### src/rtl/key_pkg.sv
// Shared mode encodings and default timing constants for the push-button
// controller (key_ctrl and key_debounce).
package key_pkg;

  typedef enum logic [1:0] {
    MODE_RUN  = 2'd0,
    MODE_SEC  = 2'd1,
    MODE_MIN  = 2'd2,
    MODE_HOUR = 2'd3
  } mode_t;

  localparam int unsigned DEF_DEB_CNT = 1000000;
  localparam int unsigned DEF_REP_DLY = 25000000;
  localparam int unsigned DEF_REP_PER = 5000000;

  localparam int NUM_KEYS = 3;
  localparam int KEY_MODE = 0;
  localparam int KEY_INC  = 1;
  localparam int KEY_CLR  = 2;

  function automatic mode_t next_mode(input mode_t m);
    return mode_t'(m + 2'd1);
  endfunction

endpackage

### src/rtl/key_debounce.sv
// One button: 2-flop synchronizer, stable-time debounce counter and a
// registered one-cycle press pulse (released->pressed only).
module key_debounce
  import key_pkg::*;
#(
  parameter int unsigned P_DEB_CNT = DEF_DEB_CNT
) (
  input  logic clk,
  input  logic rst_n,
  input  logic sw,
  output logic level,
  output logic press
);

  localparam int CW = (P_DEB_CNT > 1) ? $clog2(P_DEB_CNT) : 1;
  localparam logic [CW-1:0] CNT_MAX = CW'(P_DEB_CNT - 1);

  logic [1:0]    sync;
  logic [CW-1:0] cnt;
  logic          level_d;
  logic          pressed;

  // Raw input is active-low; sync resets to the released level.
  assign pressed = ~sync[1];

  always_ff @(posedge clk or negedge rst_n) begin
    if (!rst_n) begin
      sync    <= 2'b11;
      cnt     <= '0;
      level   <= 1'b0;
      level_d <= 1'b0;
      press   <= 1'b0;
    end else begin
      sync    <= {sync[0], sw};
      level_d <= level;
      press   <= level & ~level_d;
      if (pressed != level) begin
        if (cnt == CNT_MAX) begin
          level <= pressed;
          cnt   <= '0;
        end else begin
          cnt <= cnt + 1'b1;
        end
      end else begin
        cnt <= '0;
      end
    end
  end

endmodule

### src/rtl/key_ctrl.sv
// Time-set button controller: three debounced keys drive a 4-state mode FSM
// and inc/clear pulses. Define KEY_AUTOREPEAT_EN to auto-repeat a held increment.
module key_ctrl
  import key_pkg::*;
#(
  parameter int unsigned P_DEB_CNT = DEF_DEB_CNT,
  parameter int unsigned P_REP_DLY = DEF_REP_DLY,
  parameter int unsigned P_REP_PER = DEF_REP_PER
) (
  input  logic       clk,
  input  logic       rst_n,
  input  logic [2:0] i_sw,
  output logic [1:0] o_mode,
  output logic       o_inc,
  output logic       o_clr,
  output logic [2:0] o_sw_state
);

  logic [NUM_KEYS-1:0] press;
  mode_t               mode;

  key_debounce #(.P_DEB_CNT(P_DEB_CNT)) u_deb [NUM_KEYS-1:0] (
    .clk   (clk),
    .rst_n (rst_n),
    .sw    (i_sw),
    .level (o_sw_state),
    .press (press)
  );

  assign o_mode = mode;

`ifdef KEY_AUTOREPEAT_EN
  localparam int unsigned REP_MAX = (P_REP_DLY > P_REP_PER) ? P_REP_DLY : P_REP_PER;
  localparam int RW = $clog2(REP_MAX + 1);

  logic          rep_act;
  logic          rep_first;
  logic [RW-1:0] rep_cnt;
  logic          rep_fire;

  assign rep_fire = rep_act && o_sw_state[KEY_INC] &&
                    (rep_cnt == (rep_first ? RW'(P_REP_DLY - 1) : RW'(P_REP_PER - 1)));
`endif

  // Priority clear > mode > increment; lower presses in the same cycle are dropped.
  always_ff @(posedge clk or negedge rst_n) begin
    if (!rst_n) begin
      mode  <= MODE_RUN;
      o_inc <= 1'b0;
      o_clr <= 1'b0;
`ifdef KEY_AUTOREPEAT_EN
      rep_act   <= 1'b0;
      rep_first <= 1'b0;
      rep_cnt   <= '0;
`endif
    end else begin
      o_inc <= 1'b0;
      o_clr <= 1'b0;
      if (press[KEY_CLR]) begin
        o_clr <= 1'b1;
        mode  <= MODE_RUN;
      end else if (press[KEY_MODE]) begin
        mode <= next_mode(mode);
      end else if (press[KEY_INC] && mode != MODE_RUN) begin
        o_inc <= 1'b1;
      end
`ifdef KEY_AUTOREPEAT_EN
      // Any mode change or release ends the repeat run.
      if (press[KEY_CLR] || press[KEY_MODE] || !o_sw_state[KEY_INC]) begin
        rep_act <= 1'b0;
      end else if (press[KEY_INC] && mode != MODE_RUN) begin
        rep_act   <= 1'b1;
        rep_first <= 1'b1;
        rep_cnt   <= '0;
      end else if (rep_act) begin
        if (rep_fire) begin
          o_inc     <= 1'b1;
          rep_first <= 1'b0;
          rep_cnt   <= '0;
        end else begin
          rep_cnt <= rep_cnt + 1'b1;
        end
      end
`endif
    end
  end

endmodule

### config.mk
export PLATFORM = sky130hd
export DESIGN_NAME = key_ctrl
export DESIGN_NICKNAME = d
export VERILOG_FILES = /design/src/rtl/key_pkg.sv /design/src/rtl/key_debounce.sv /design/src/rtl/key_ctrl.sv
export SDC_FILE = /design/constraint.sdc
export NUM_CORES = 1
export LEC_CHECK = 0
export ABC_AREA = 1
export CELL_PAD_IN_SITES_DETAIL_PLACEMENT = 0
export CELL_PAD_IN_SITES_GLOBAL_PLACEMENT = 1
export CORE_MARGIN = 3
export CORE_UTILIZATION = 47
export CTS_CLUSTER_DIAMETER = 120
export CTS_CLUSTER_SIZE = 16
export DETAILED_ROUTE_END_ITERATION = 8
export GPL_ROUTABILITY_DRIVEN = 0
export PLACE_DENSITY_LB_ADDON = 0.1
export SETUP_SLACK_MARGIN = 0.05
export SLEW_MARGIN = 20
export SYNTH_ARGS = -nofsm -noshare
export SYNTH_HDL_FRONTEND = slang
export SYNTH_SLANG_ARGS = --single-unit
export TNS_END_PERCENT = 100
### constraint.sdc
create_clock -name clk -period 1.8 [get_ports clk]
set_clock_uncertainty 0.15 [all_clocks]
set_input_delay 0.36 -clock clk [delete_from_list [all_inputs] [get_ports clk]]
set_output_delay 0.36 -clock clk [all_outputs]
set_load 0.01 [all_outputs]
---- After elaboration in Yosys (flattened, before gate mapping) ----
Cells that the tools add are included.
cells by class
  add/sub/neg operators ................... 4
  equality and inequality tests ........... 6
  reductions and logical operators ........ 6
  bitwise gates (word level) .............. 9
  multiplexer cells ....................... 12
operators with widths
  kind                     number
  $mux W20                 6
  $add A20 B1 Y20 const B  3
  $eq A20 B20 Y1 const B   3
  $not A1 Y1               6
  $reduce_and A2 Y1        3
  $mux W1                  4
  $mux W2                  2
  $reduce_bool A2 Y1       2
  $and A1 B1 Y1            3
  $ne A1 B1 Y1             3
  $add A2 B1 Y2 const B    1
  $logic_and A1 B1 Y1      1
storage, ports and cells
  input bits .............................. 5
  output and inout bits ................... 7
  bits in registers ....................... 79

---- Depth between registers and ports, before layout ----
Gate-level depths: netlist of run 1.
  word-level depth ........................ 5
  depth in mapped cells ................... 9
  gate-level depth less buffers ........... 9

---- Cells and area by module ----
Synthesis of run 1 repeated with hierarchy kept, for this count alone.
unflattened totals
  cells, all modules ...................... 513
  area, all modules ....................... 4197.8 µm²
modules (own cells, without submodules)
  module        cells each  instances  area each (µm²)
  key_debounce  164         3          1341.3
  key_ctrl      21          1          173.9

---- Least setup slack after synthesis of run 1 ----
Ideal clock, no wire load.
  path type ............................... register to register
  from .................................... register u_deb[1].cnt[0]
  to ...................................... register u_deb[1].cnt[18]
  arrival time ............................ 1.243 ns
  slack ................................... 0.335 ns
  setup time .............................. 0.071 ns
  clock period less this slack ............ 1.465 ns
  stages on the path, launching flop included .. 9
  data required time ...................... 1.579 ns
  path through ............................ dfrtp_1 -> ha_1 -> nand2_1 -> nor2_4 -> nand2_2 -> nor2_4 -> a21oi_4 -> inv_2 -> nor2_1
on the way
  cells in the longest elaborated chain, start to end .. 3
  elaborated cells between the ends (all ways) .. 4
  classes of those cells .................. 1 x add/sub; 1 x eq/ne; 2 x mux
ends and longest elaborated chain
  element                                                   line                                    text
  from (decl)                                               key_debounce.sv:19                      logic [CW-1:0] cnt;
  from (signal assigned)                                    key_debounce.sv:42                      cnt <= cnt + 1'b1;
  $add A20 B1 Y20 / $eq A20 B20 Y1 (equally long branches)  key_debounce.sv:42, key_debounce.sv:38
  $mux W20 *                                                key_debounce.sv:38                      if (cnt == CNT_MAX) begin
  $mux W20 *                                                key_debounce.sv:37                      if (pressed != level) begin
Mark *: on every way between the ends. The rest lies on a longest branch, timed or not.
A chain may end at the register's enable or synchronous reset.

---- Worst setup path in the final report of run 1 ----
  from .................................... register u_deb[1].cnt[0]
  to ...................................... register u_deb[1].cnt[15]
The elaborated chain is that of the path after synthesis.

==> key figures, run 1 <==
Synthesis
  • Synth Instances: just under 500
  • Largest cells by area after synthesis: dfrtp_1, nor2_1, nand2_1, nand3_1, dfstp_2
  • Yosys Warn Count: 0
  • Avg Cell Area, Syn: between 8 and 9 µm²
  • Yosys reg bits: 79
  • Yosys top cell area share: 0.447
  • Synthesized area: 4090 µm²
  • Register area share after synthesis: 0.485
  • Synth area leader: dfrtp_1
  • Synth cell types: 31
  • Syn Nets: between 400 and 500

Die
  • Row count: 33
  • I/O pins: 12
  • Die Wd: ~100 µm
  • Core area: approximately 8300 µm²
  • Full die area: between 9000 and 10,000 µm²
  • DIE HEIGHT: around 99 µm
  • Initial Utilization: 0.490

Critical path
  • CP Data Required Time: approximately 1.9 ns
  • Worst Setup Start Kind: flip-flop
  • Worst setup path class: flip-flop to flip-flop
  • WP data arrival: around 1.7 ns
  • Critical Path Fanout Max: 7
  • Crit. End Element: flip-flop

Routing
  • DRT Wirelength: just over 8000 µm
  • ANT nets after route: 0
  • DR pass1 iterations: 4
  • Avg Vias per Cell: roughly 5
  • Post-DR wirelength/cell: between 10 and 15 µm
  • # DRC: 0
  • Initial drt markers: between 80 and 90
  • Vias: 3,121

Placement
  • Port buffer count: 11
  • Placed insts: just over 600
  • Dpl hpwl: 6230 µm
  • Pre-CTS setup slack: 0.133 ns

Layout
  • Synth-to-layout area growth: 12.9%
  • ANT cells: 0
  • Share of layout cells above drive strength 1: 0.166
  • Commonest non-fill, non-tap cell in the layout: nor2_1
  • Fin util: 0.554
  • Most frequent cells in the layout: nor2_1, nand2_1, dfrtp_1
  • Final nets: 528
  • Fillers: roughly 820
  • Fin cells: between 600 and 700

Global routing
  • Initial antenna violation count: 0
  • First-pass GRT wire length: 14,500 µm
  • Grt total ovfl: 0
  • GRT Total Usage: 0.183
  • Largest net degree at the start of global routing: 32
  • Vias in the first global route: just over 3,000

Power
  • Maximum vdd ir drop: roughly 440 µV
  • Pwr dens: 688 nW/µm²
  • P_leak: between 1.5 and 2 nW

Clock network
  • TritonCTS clock tree: built
  • CTS Root Cell: clkbuf_8
  • Max Root-Sink Buffers: 2
  • Clock Latency Late Sink: 0.35 ns
  • Cts bufs inserted: 9
  • CTS sink cnt: 79
  • Clk pin slew, worst setup/hold paths: 0.09 ns
  • # H-tree levels: 3

STA
  • Worst slew pin tran: approximately 0.7 ns
  • Max Fclk: 0.612 GHz
  • Worst setup margin: around 0.17 ns
  • Fin. Hold Viols: 0
  • Final setup vio count: 0
  • Period utilization: 0.907
  • Total negative slack: 0 ns
  • Max-slew violation count: 0
  • Relative slew slack: 0.543
  • Post-layout minimum cycle time: 1.63 ns
  • RSZ-0062 raised after global routing: yes
  • Min Hold Slack: approximately 0.2 ns

Worst hold path
  • HP Class: flip-flop to flip-flop

Run
  • Max Cap Violations: 0

Run status
  • Status: finished clean
==> where the power goes <==
part,internal (mW),switching [mW],leakage [nW]
Sequential,1.80,0.0178,1.07
Clock,0.546,0.682,0.0966
Combinational,0.0478,0.0844,0.824
Total,2.40,0.785,1.99
==> what timing repair did <==
action                     in CTS  in global routing
hold buffers                    1                  0
setup endpoints to repair       6                 13
hold endpoints to repair       21                  0
buffers inserted                1                  1
gates resized for setup         6                  3
pin swaps                       0                  1
==> final timing paths <==
| path | depth (start not counted) | startpoint | to | slack [ns] |
|---|---|---|---|---|
| worst min-delay path | 0 | u_deb[1].sync[0] | u_deb[1].sync[1] | 0.20 |
| min in group asynchronous | 2 | rst_n | o_clr | 0.34 |
| worst min register to register | 0 | u_deb[1].sync[0] | u_deb[1].sync[1] | 0.20 |
| worst max-delay path | 9 | u_deb[1].cnt[0] | u_deb[1].cnt[15] | 0.17 |
| worst max register to register | 9 | u_deb[1].cnt[0] | u_deb[1].cnt[15] | 0.17 |
| max in group asynchronous | 3 | rst_n | u_deb[1].cnt[7] | 0.65 |
==> sequential cells by signal, summed over array words and instances, names as in the netlist <==
name	cells
u_deb.level_d	3
u_deb.cnt	60
u_deb.level	3
o_clr	1
o_inc	1
o_mode	2
u_deb.press	3
u_deb.sync	6
==> Yosys cell counts, drive strengths merged <==
cell and number:
and3 2, o21ai 13, a21oi 8, nor3b 4
nand2 87, inv 47, nand3 45, xnor2 11
buf 3, dfstp 6, ha 4, or2 2
nor2 139, o21bai 4, nand4 12, xor2 17
nor3 8, dfrtp 73, and2 2
==> final cells by class <==
type | instances | area [µm²] | share of cell area
repair buffers | 24 | 231 | 0.0501
flip-flops and latches | 79 | 1990 | 0.430
well taps | 105 | 131 | 0.0284
clock buffers | 10 | 138 | 0.0298
clock inverters | 6 | 45.0 | 0.00975
multi-input cells | 358 | 1910 | 0.414
inverters | 47 | 176 | 0.0382
==> critical path, cell delays in order, from the launching register on <==
cell and delay, ns:
dfrtp_1 0.38, ha_1 0.17, nand2_1 0.10, nor2_4 0.14
nand2_2 0.10, nor2_4 0.16, a21oi_4 0.09, buf_12 0.15
nand2_1 0.05, nor2_1 0.04
==> layer usage <==
layer	routed length [µm]	up-vias	global-route usage
met1	3870	1458	0.238
met4	100	0	0.0525
li1	-	1604	-
met2	4040	49	0.302
met3	306	10	0.0477
met5	0	-	0
==> metrics by stage <==
stage               area (µm²)  power, mW
finish                    4620       3.18
detailed placement        4390       1.98
floorplan                 4090       1.91
global route              4620       3.31
CTS                       4590       3.23
global placement          4390       1.98
==> logic make-up (layout without fill, tap and decap cells) <==
family | after synthesis | count (layout) | share of synthesized area
xor+xnor | 28 | 28 | 0.0664
compound gates | 25 | 25 | 0.0358
fa+ha+maj | 4 | 4 | 0.0122
flops | 79 | 79 | 0.485
simple gates | 301 | 301 | 0.352
buf+inv | 50 | 87 | 0.0486
Note: power is estimated with default switching activity, not from simulation.
==> run 2, diff against run 1 <==
--- a/config.mk
+++ b/config.mk
@@ -16,7 +16,6 @@
 export GPL_ROUTABILITY_DRIVEN = 0
 export PLACE_DENSITY_LB_ADDON = 0.1
 export SETUP_SLACK_MARGIN = 0.05
-export SLEW_MARGIN = 20
 export SYNTH_ARGS = -nofsm -noshare
 export SYNTH_HDL_FRONTEND = slang
 export SYNTH_SLANG_ARGS = --single-unit
==> results of run 2 <==
No change in the layout: final DEF, timing and power equal those of run 1.
